[config.mk]
export PLATFORM = sky130hd
export DESIGN_NAME = sprite_palette_bank
export DESIGN_NICKNAME = d
export VERILOG_FILES = /design/src/rtl/sprite_palette_bank.sv
export SDC_FILE = /design/constraint.sdc
export NUM_CORES = 2
export LEC_CHECK = 0
export BUFFER_PORTS_ARGS = -buffer_cell sky130_fd_sc_hd__clkbuf_2
export CAP_MARGIN = 25
export CORE_MARGIN = 3
export CORE_UTILIZATION = 57
export CTS_CLUSTER_SIZE = 20
export DETAILED_ROUTE_END_ITERATION = 8
export PLACE_DENSITY = 0.84
export SETUP_SLACK_MARGIN = 0.3
export SLEW_MARGIN = 10
export SYNTH_ARGS = -nofsm -noshare
export SYNTH_HDL_FRONTEND = slang
export SYNTH_SLANG_ARGS = --single-unit
[constraint.sdc]
create_clock -name clk_i -period 32.4 [get_ports clk_i]
set_clock_uncertainty 0.1 [all_clocks]
set_input_delay 4.86 -clock clk_i [delete_from_list [all_inputs] [get_ports clk_i]]
set_output_delay 4.86 -clock clk_i [all_outputs]
set_load 0.02 [all_outputs]
[src/rtl/sprite_palette_bank.sv]
// sprite_palette_bank: banked palette lookup with frame-driven bank animation.
// Define SPRITE_PALETTE_FADE_EN to add the fade-out/fade-in stage on the color outputs.
module sprite_palette_bank #(
   parameter int  INDEX_W   = 4,
   parameter int  NUM_BANKS = 4,
   parameter int  COLOR_W   = 4,
   parameter int  ANIM_W    = 4,
   localparam int BANK_W    = $clog2(NUM_BANKS),
   localparam int RGB_W     = 3 * COLOR_W
) (
   input  logic               clk_i,
   input  logic               reset_i,
   input  logic               pix_valid_i,
   input  logic [INDEX_W-1:0] index_i,
   input  logic [BANK_W-1:0]  bank_sel_i,
   input  logic               frame_tick_i,
   input  logic               anim_en_i,
   input  logic [ANIM_W-1:0]  anim_period_i,
   input  logic               wr_en_i,
   input  logic [BANK_W-1:0]  wr_bank_i,
   input  logic [INDEX_W-1:0] wr_index_i,
   input  logic [RGB_W-1:0]   wr_data_i,
   input  logic               fade_start_i,
   output logic [COLOR_W-1:0] red_o,
   output logic [COLOR_W-1:0] green_o,
   output logic [COLOR_W-1:0] blue_o,
   output logic               out_valid_o,
   output logic               transparent_o,
   output logic               fade_busy_o
);
   localparam int DEPTH = 2 ** INDEX_W;
   localparam logic [COLOR_W-1:0] CMAX = '1;

   logic [RGB_W-1:0]   pal_q [NUM_BANKS][DEPTH];
   logic [RGB_W-1:0]   rgb_q, rd;
   logic               valid_q, trans_q;
   logic [BANK_W-1:0]  ofs_q, ofs_d, eff_bank;
   logic [ANIM_W-1:0]  cnt_q, cnt_d, per_m1;
   logic [COLOR_W-1:0] level;
   logic               step;

   function automatic logic [COLOR_W-1:0] gray(input int i);
      return COLOR_W'(i >> (INDEX_W - COLOR_W));
   endfunction

   function automatic logic [COLOR_W-1:0] fade(input logic [COLOR_W-1:0] c, input logic [COLOR_W-1:0] lv);
      logic [COLOR_W-1:0] dec;
      dec = CMAX - lv;
      return (c > dec) ? c - dec : '0;
   endfunction

   // Non-blocking update gives read-before-write on a same-cycle hit
   always_ff @(posedge clk_i or posedge reset_i)
      if (reset_i) begin
         for (int b = 0; b < NUM_BANKS; b++)
            for (int i = 0; i < DEPTH; i++)
               pal_q[b][i] <= {3{gray(i)}};
      end else if (wr_en_i) begin
         pal_q[wr_bank_i][wr_index_i] <= wr_data_i;
      end

   assign eff_bank = bank_sel_i + ofs_q;
   assign rd       = pal_q[eff_bank][index_i];

   always_ff @(posedge clk_i or posedge reset_i)
      if (reset_i) begin
         valid_q <= 1'b0;
         trans_q <= 1'b0;
         rgb_q   <= '0;
      end else begin
         valid_q <= pix_valid_i;
         if (pix_valid_i) begin
            trans_q <= (index_i == '0);
            rgb_q   <= {fade(rd[RGB_W-1 -: COLOR_W], level), fade(rd[2*COLOR_W-1 -: COLOR_W], level),
                        fade(rd[COLOR_W-1:0], level)};
         end
      end

   // A period of 0 behaves like 1: every frame advances the bank
   always_comb begin
      per_m1 = (anim_period_i == '0) ? '0 : anim_period_i - 1'b1;
      step   = frame_tick_i && (cnt_q >= per_m1);
      cnt_d  = !anim_en_i ? '0 : !frame_tick_i ? cnt_q : step ? '0 : ANIM_W'(cnt_q + 1'b1);
      ofs_d  = !anim_en_i ? '0 : step ? BANK_W'(ofs_q + 1'b1) : ofs_q;
   end

   always_ff @(posedge clk_i or posedge reset_i)
      if (reset_i) begin
         cnt_q <= '0;
         ofs_q <= '0;
      end else begin
         cnt_q <= cnt_d;
         ofs_q <= ofs_d;
      end

`ifdef SPRITE_PALETTE_FADE_EN
   typedef enum logic [1:0] {IDLE, FADE_OUT, DARK, FADE_IN} state_t;
   state_t             state_q, state_d;
   logic [COLOR_W-1:0] level_q, level_d;

   always_ff @(posedge clk_i or posedge reset_i)
      if (reset_i) begin
         state_q <= IDLE;
         level_q <= CMAX;
      end else begin
         state_q <= state_d;
         level_q <= level_d;
      end

   always_comb begin
      state_d = state_q;
      level_d = level_q;
      case (state_q)
         IDLE:     if (fade_start_i) state_d = FADE_OUT;
         FADE_OUT: if (frame_tick_i) begin
            level_d = level_q - 1'b1;
            if (level_q == COLOR_W'(1)) state_d = DARK;
         end
         DARK:     if (fade_start_i) state_d = FADE_IN;
         default:  if (frame_tick_i) begin
            level_d = level_q + 1'b1;
            if (level_q == CMAX - 1'b1) state_d = IDLE;
         end
      endcase
   end

   assign level       = level_q;
   assign fade_busy_o = (state_q != IDLE);
`else
   logic unused_fade;
   assign unused_fade = fade_start_i;
   assign level       = CMAX;
   assign fade_busy_o = 1'b0;
`endif

   assign red_o         = rgb_q[RGB_W-1 -: COLOR_W];
   assign green_o       = rgb_q[2*COLOR_W-1 -: COLOR_W];
   assign blue_o        = rgb_q[COLOR_W-1:0];
   assign out_valid_o   = valid_q;
   assign transparent_o = trans_q;
endmodule

==> results <==
- In this run the power spent charging and discharging nets is 0.681 mW.
- The initial antenna violation count is 4.
- The worst-case IR drop observed on VDD is 42.9 uV.
- The post-route standard cell area excluding fillers is 41,100 um^2.
- Setup repair after global routing left no endpoint under its margin.
- The worst path uses 27.6% of the clock period.
- The number of slew-limit violations in the final report is 0.
- Summed over all instances, the cell type with the most area after synthesis is dfrtp_1.
- The number of fill cells in the layout is 4,499.
- Once detail routing completed, the nets flagged for antenna violations numbered 0.
- The first global-routing pass estimated 164,000 um of wire.
- The sequential share of the synthesized area is 54.1%.
- The worst max-slew margin expressed relative to the limit is 23.7%.
- By area the synthesized netlist is led by dfrtp_1, dfstp_2, mux2_2.
- The slack of the critical path is 23.47 ns.
- The clock period could shrink to 8.93 ns.
- Counting the buffers created by CTS gives 81.
- Combinational logic is responsible for 14.6% of the overall power.
- After detailed routing, the average wire length per cell comes to 27.8 um.
- In this run the number of H-tree levels came out at 3.
- Data on the critical path arrives at its endpoint at 9.39 ns.
- Setup violations remaining at the end of the flow were counted as 0.
- The count of TritonRoute iterations in the first routing pass is 6.
- The final setup TNS is 0 ns.
- Port buffering added 47 buffers.
- The number of DRC markers in iteration 0 is 3,398.
- The reported max-cap violation count is 0.
- In this run, synthesis inferred 0 flip-flops with an integrated enable.
- After floorplanning, the core was divided into 93 placement rows.
- The launching point of the worst reg2reg path is ofs_q[0].
- The hold path startpoint is pal_q[535].
- The worst setup path is launched from a primary input.
- The synthesized netlist cell count is 3,070.
- The part of the power in registers is 47.7%.
- The post-CTS resize count is 0.
- In this run, distinct cell masters in the synthesized netlist total 70.
- The floorplan step set the die height to 262 um.
- At the end of the flow, the number of nets in the layout was 3,039.
- The clock passes through at most 3 buffers.
- The area of the core is 64,700 um^2.
- The clock sink total is 788.
- TritonCTS built the clock tree.
- Data on the critical path is required at its endpoint by 32.86 ns.
- The launching instance or port of the critical path is bank_sel_i[1].
- The CTS clock-pin slew for the worst setup and hold paths is 0.06 ns.
- The number of vias per cell after detailed routing is 6.80.
- The clock network burns 37.7% of the power.
- The Yosys step of the flow raised 0 warnings.
- Summed over all layers, the routed wires come to 109,000 um.
- The post-synthesis sequential element count is 788.
- The final weighted congestion in routability-driven placement is 0.951.
- The completed layout was analyzed and its total power is 2.59 mW.
- The net count of the mapped netlist is 3,111.
- The initial standard-cell utilization of the core is 57.7%.
- The most numerous cell type found on the critical path is buf_4.
- The setup path with the least slack is of type primary input to flip-flop.
- For this run, design rule violations remaining after detail routing come to 0.
- The top cell type by area accounts for 27.1% of the synthesized area.
- In this run switching power makes up 26.3% of total power.
- Entering global routing, the biggest net connects 197 pins.
- The number of setup buffers added after CTS is 0.
- The clock latency on the worst-skew pair is 0.63 ns.
- Cells fill 63.6% of the core in the end.
- The layout-stage area growth over the synthesis result is 10.1%.
- The largest incremental delay on the critical path is 1.16 ns.
- The number of endpoints with negative hold slack in the final report is 0.
- For this run, the leading register cell type out of synthesis is dfrtp_1.
- The power per cell area is 63.0 nW/um^2.
- Measured along the x axis, the die boundary spans 262 um.
- Buffers inserted to repair hold after CTS numbered 0.
- The all-layer global routing usage is 31.8%.
- The number of top-level design ports is 50.
- Summed over all layers, the global routing overflow is 0.
- The via count of the first global-routing pass is 27,226.
- The run finished with clean final reports.
- The internal portion of the total power is 1.91 mW.
- The path class of the tightest hold or removal check is flip-flop to flip-flop.
- The ratio of cells with drive above 1 in the final layout is 48.6%.
- Once placement finished, the instance area stood at 38,100 um^2.
- The highest clock frequency the design can meet is 0.112 GHz.
- The fraction of synthesis flops using an asynchronous set or reset pin is 100%.
- A synthesized cell averages 12.2 um^2.
- The top fanout value on the critical path is 53.
- Summed over all nets, the half-perimeter wirelength after detailed placement is 65,300 um.
- The post-place setup slack is 23.05 ns.
- The slew at the pin closest to its max-slew limit is 1.14 ns.
- The worst setup path is captured at a flip-flop.
- The netlist area before placement is 37,400 um^2.
- The largest individual stage delay along the critical path comes from the cell xnor3_4.
- Traced cell by cell, the critical path runs through clkbuf_2, xnor3_4, buf_4, buf_4, nand2_1, and3_1, a2111oi_0, o32ai_1, nand3_1.
- The leakage power of the design is 17.7 nW.
- Summing over every cut layer, the via total after detailed routing is 26,663.
- Clock tree synthesis selected as its root buffer the cell clkbuf_16.
- The die covers 68,700 um^2.
==> area by class of cell <==
cell class,instances,area [um^2],area share [%]
Sequential cell,788,20200,49.1
Multi-Input combinational cell,2000,16100,39.1
Inverter,8,37.5,0.0912
Clock inverter,25,295,0.718
Tap cell,855,1070,2.60
Antenna cell,3,7.51,0.0182
Timing Repair Buffer,119,942,2.29
Clock buffer,125,2520,6.12
==> power by group through the flow <==
stage / clock network [mW] / registers [mW] / logic (mW)
floorplan: 0 / 1.22 / 0.269
global placement: 0 / 1.23 / 0.347
detailed placement: 0 / 1.25 / 0.366
CTS: 0.982 / 1.23 / 0.369
global route: 1.02 / 1.25 / 0.404
finish: 0.977 / 1.24 / 0.378
==> worst max-delay path: cells and delay by family <==
kind	cells	cell delay [ns]
buf+inv	3	1.86
xor+xnor	1	1.16
compound gates	2	0.90
simple gates	3	0.43
==> final timing paths <==
path | to | slack, ns | cells past startpoint
min in group asynchronous | cnt_q[1] | 4.25 | 2
worst min register to register | pal_q[535] | 0.40 | 1
max in group asynchronous | pal_q[522] | 24.93 | 7
worst max register to register | rgb_q[0] | 27.98 | 10
worst min-delay path | pal_q[535] | 0.40 | 1
worst max-delay path | rgb_q[4] | 23.47 | 9
==> metrics by stage <==
step / std cells / hold WS [ns]
finish: 3923 / 0.402
global route: 3920 / 0.408
CTS: 3908 / 0.401
detailed placement: 3758 / 0.387
global placement: 3757 / 0.379
floorplan: 3070 / 0.371
==> registers in the layout, indices dropped and copies added, names as in the netlist <==
signal         flops
cnt_q              4
ofs_q              2
out_valid_o        1
pal_q            768
rgb_q             12
transparent_o      1
==> per-layer routing <==
metal	wire (um)	global-route usage, %	vias to the layer above
li1	-	-	10822
met1	39900	40.7	13550
met2	49000	48.6	1800
met3	13200	9.19	487
met4	7070	18.5	4
met5	27	0	-
==> synthesized netlist by cell type, types with 19 or more instances <==
cell type / number
clkbuf_1: 190
nor2_1: 70
dfstp_2: 384
dfrtp_1: 404
a31oi_1: 47
buf_1: 21
mux2i_1: 51
a21oi_1: 35
mux2_2: 770
nand4_1: 40
buf_2: 52
a32oi_1: 22
o21ai_0: 19
nand2_1: 505
nand3_1: 165
nor3_1: 26
mux4_2: 50
o22ai_1: 24
==> logic make-up (layout without fill, tap and decap cells) <==
kind of cell	Yosys count	in the layout	synth area share, %
fa+ha+maj	6	6	0.201
mux	871	871	27.6
flops	788	788	54.1
buf+inv	282	277	3.15
compound gates	239	239	4.51
xor+xnor	8	8	0.265
simple gates	875	875	10.2
other cells	1	4	0.0100
==> cell usage in the layout (no fill, tap or decap), drive strengths merged, types with 6 or more instances in the layout <==
cell type,synthesis,layout
mux2,770,770
nand2,505,505
dfrtp,404,404
dfstp,384,384
clkbuf,190,172
nand3,165,165
buf,84,72
nor2,70,70
mux2i,51,51
mux4,50,50
a31oi,47,47
nand4,40,40
a21oi,35,35
nor3,26,26
o22ai,24,24
a32oi,22,22
o21ai,19,19
clkinv,2,16
nor4,13,13
o211ai,13,13
nand2b,12,12
and3,11,11
o2111ai,10,10
and2,9,9
inv,6,9
or2,8,8
a311oi,7,7
a211oi,6,6
o41ai,6,6
a22oi,6,6
bufinv,0,6
ha,6,6
(Power assumes the default switching activity.)
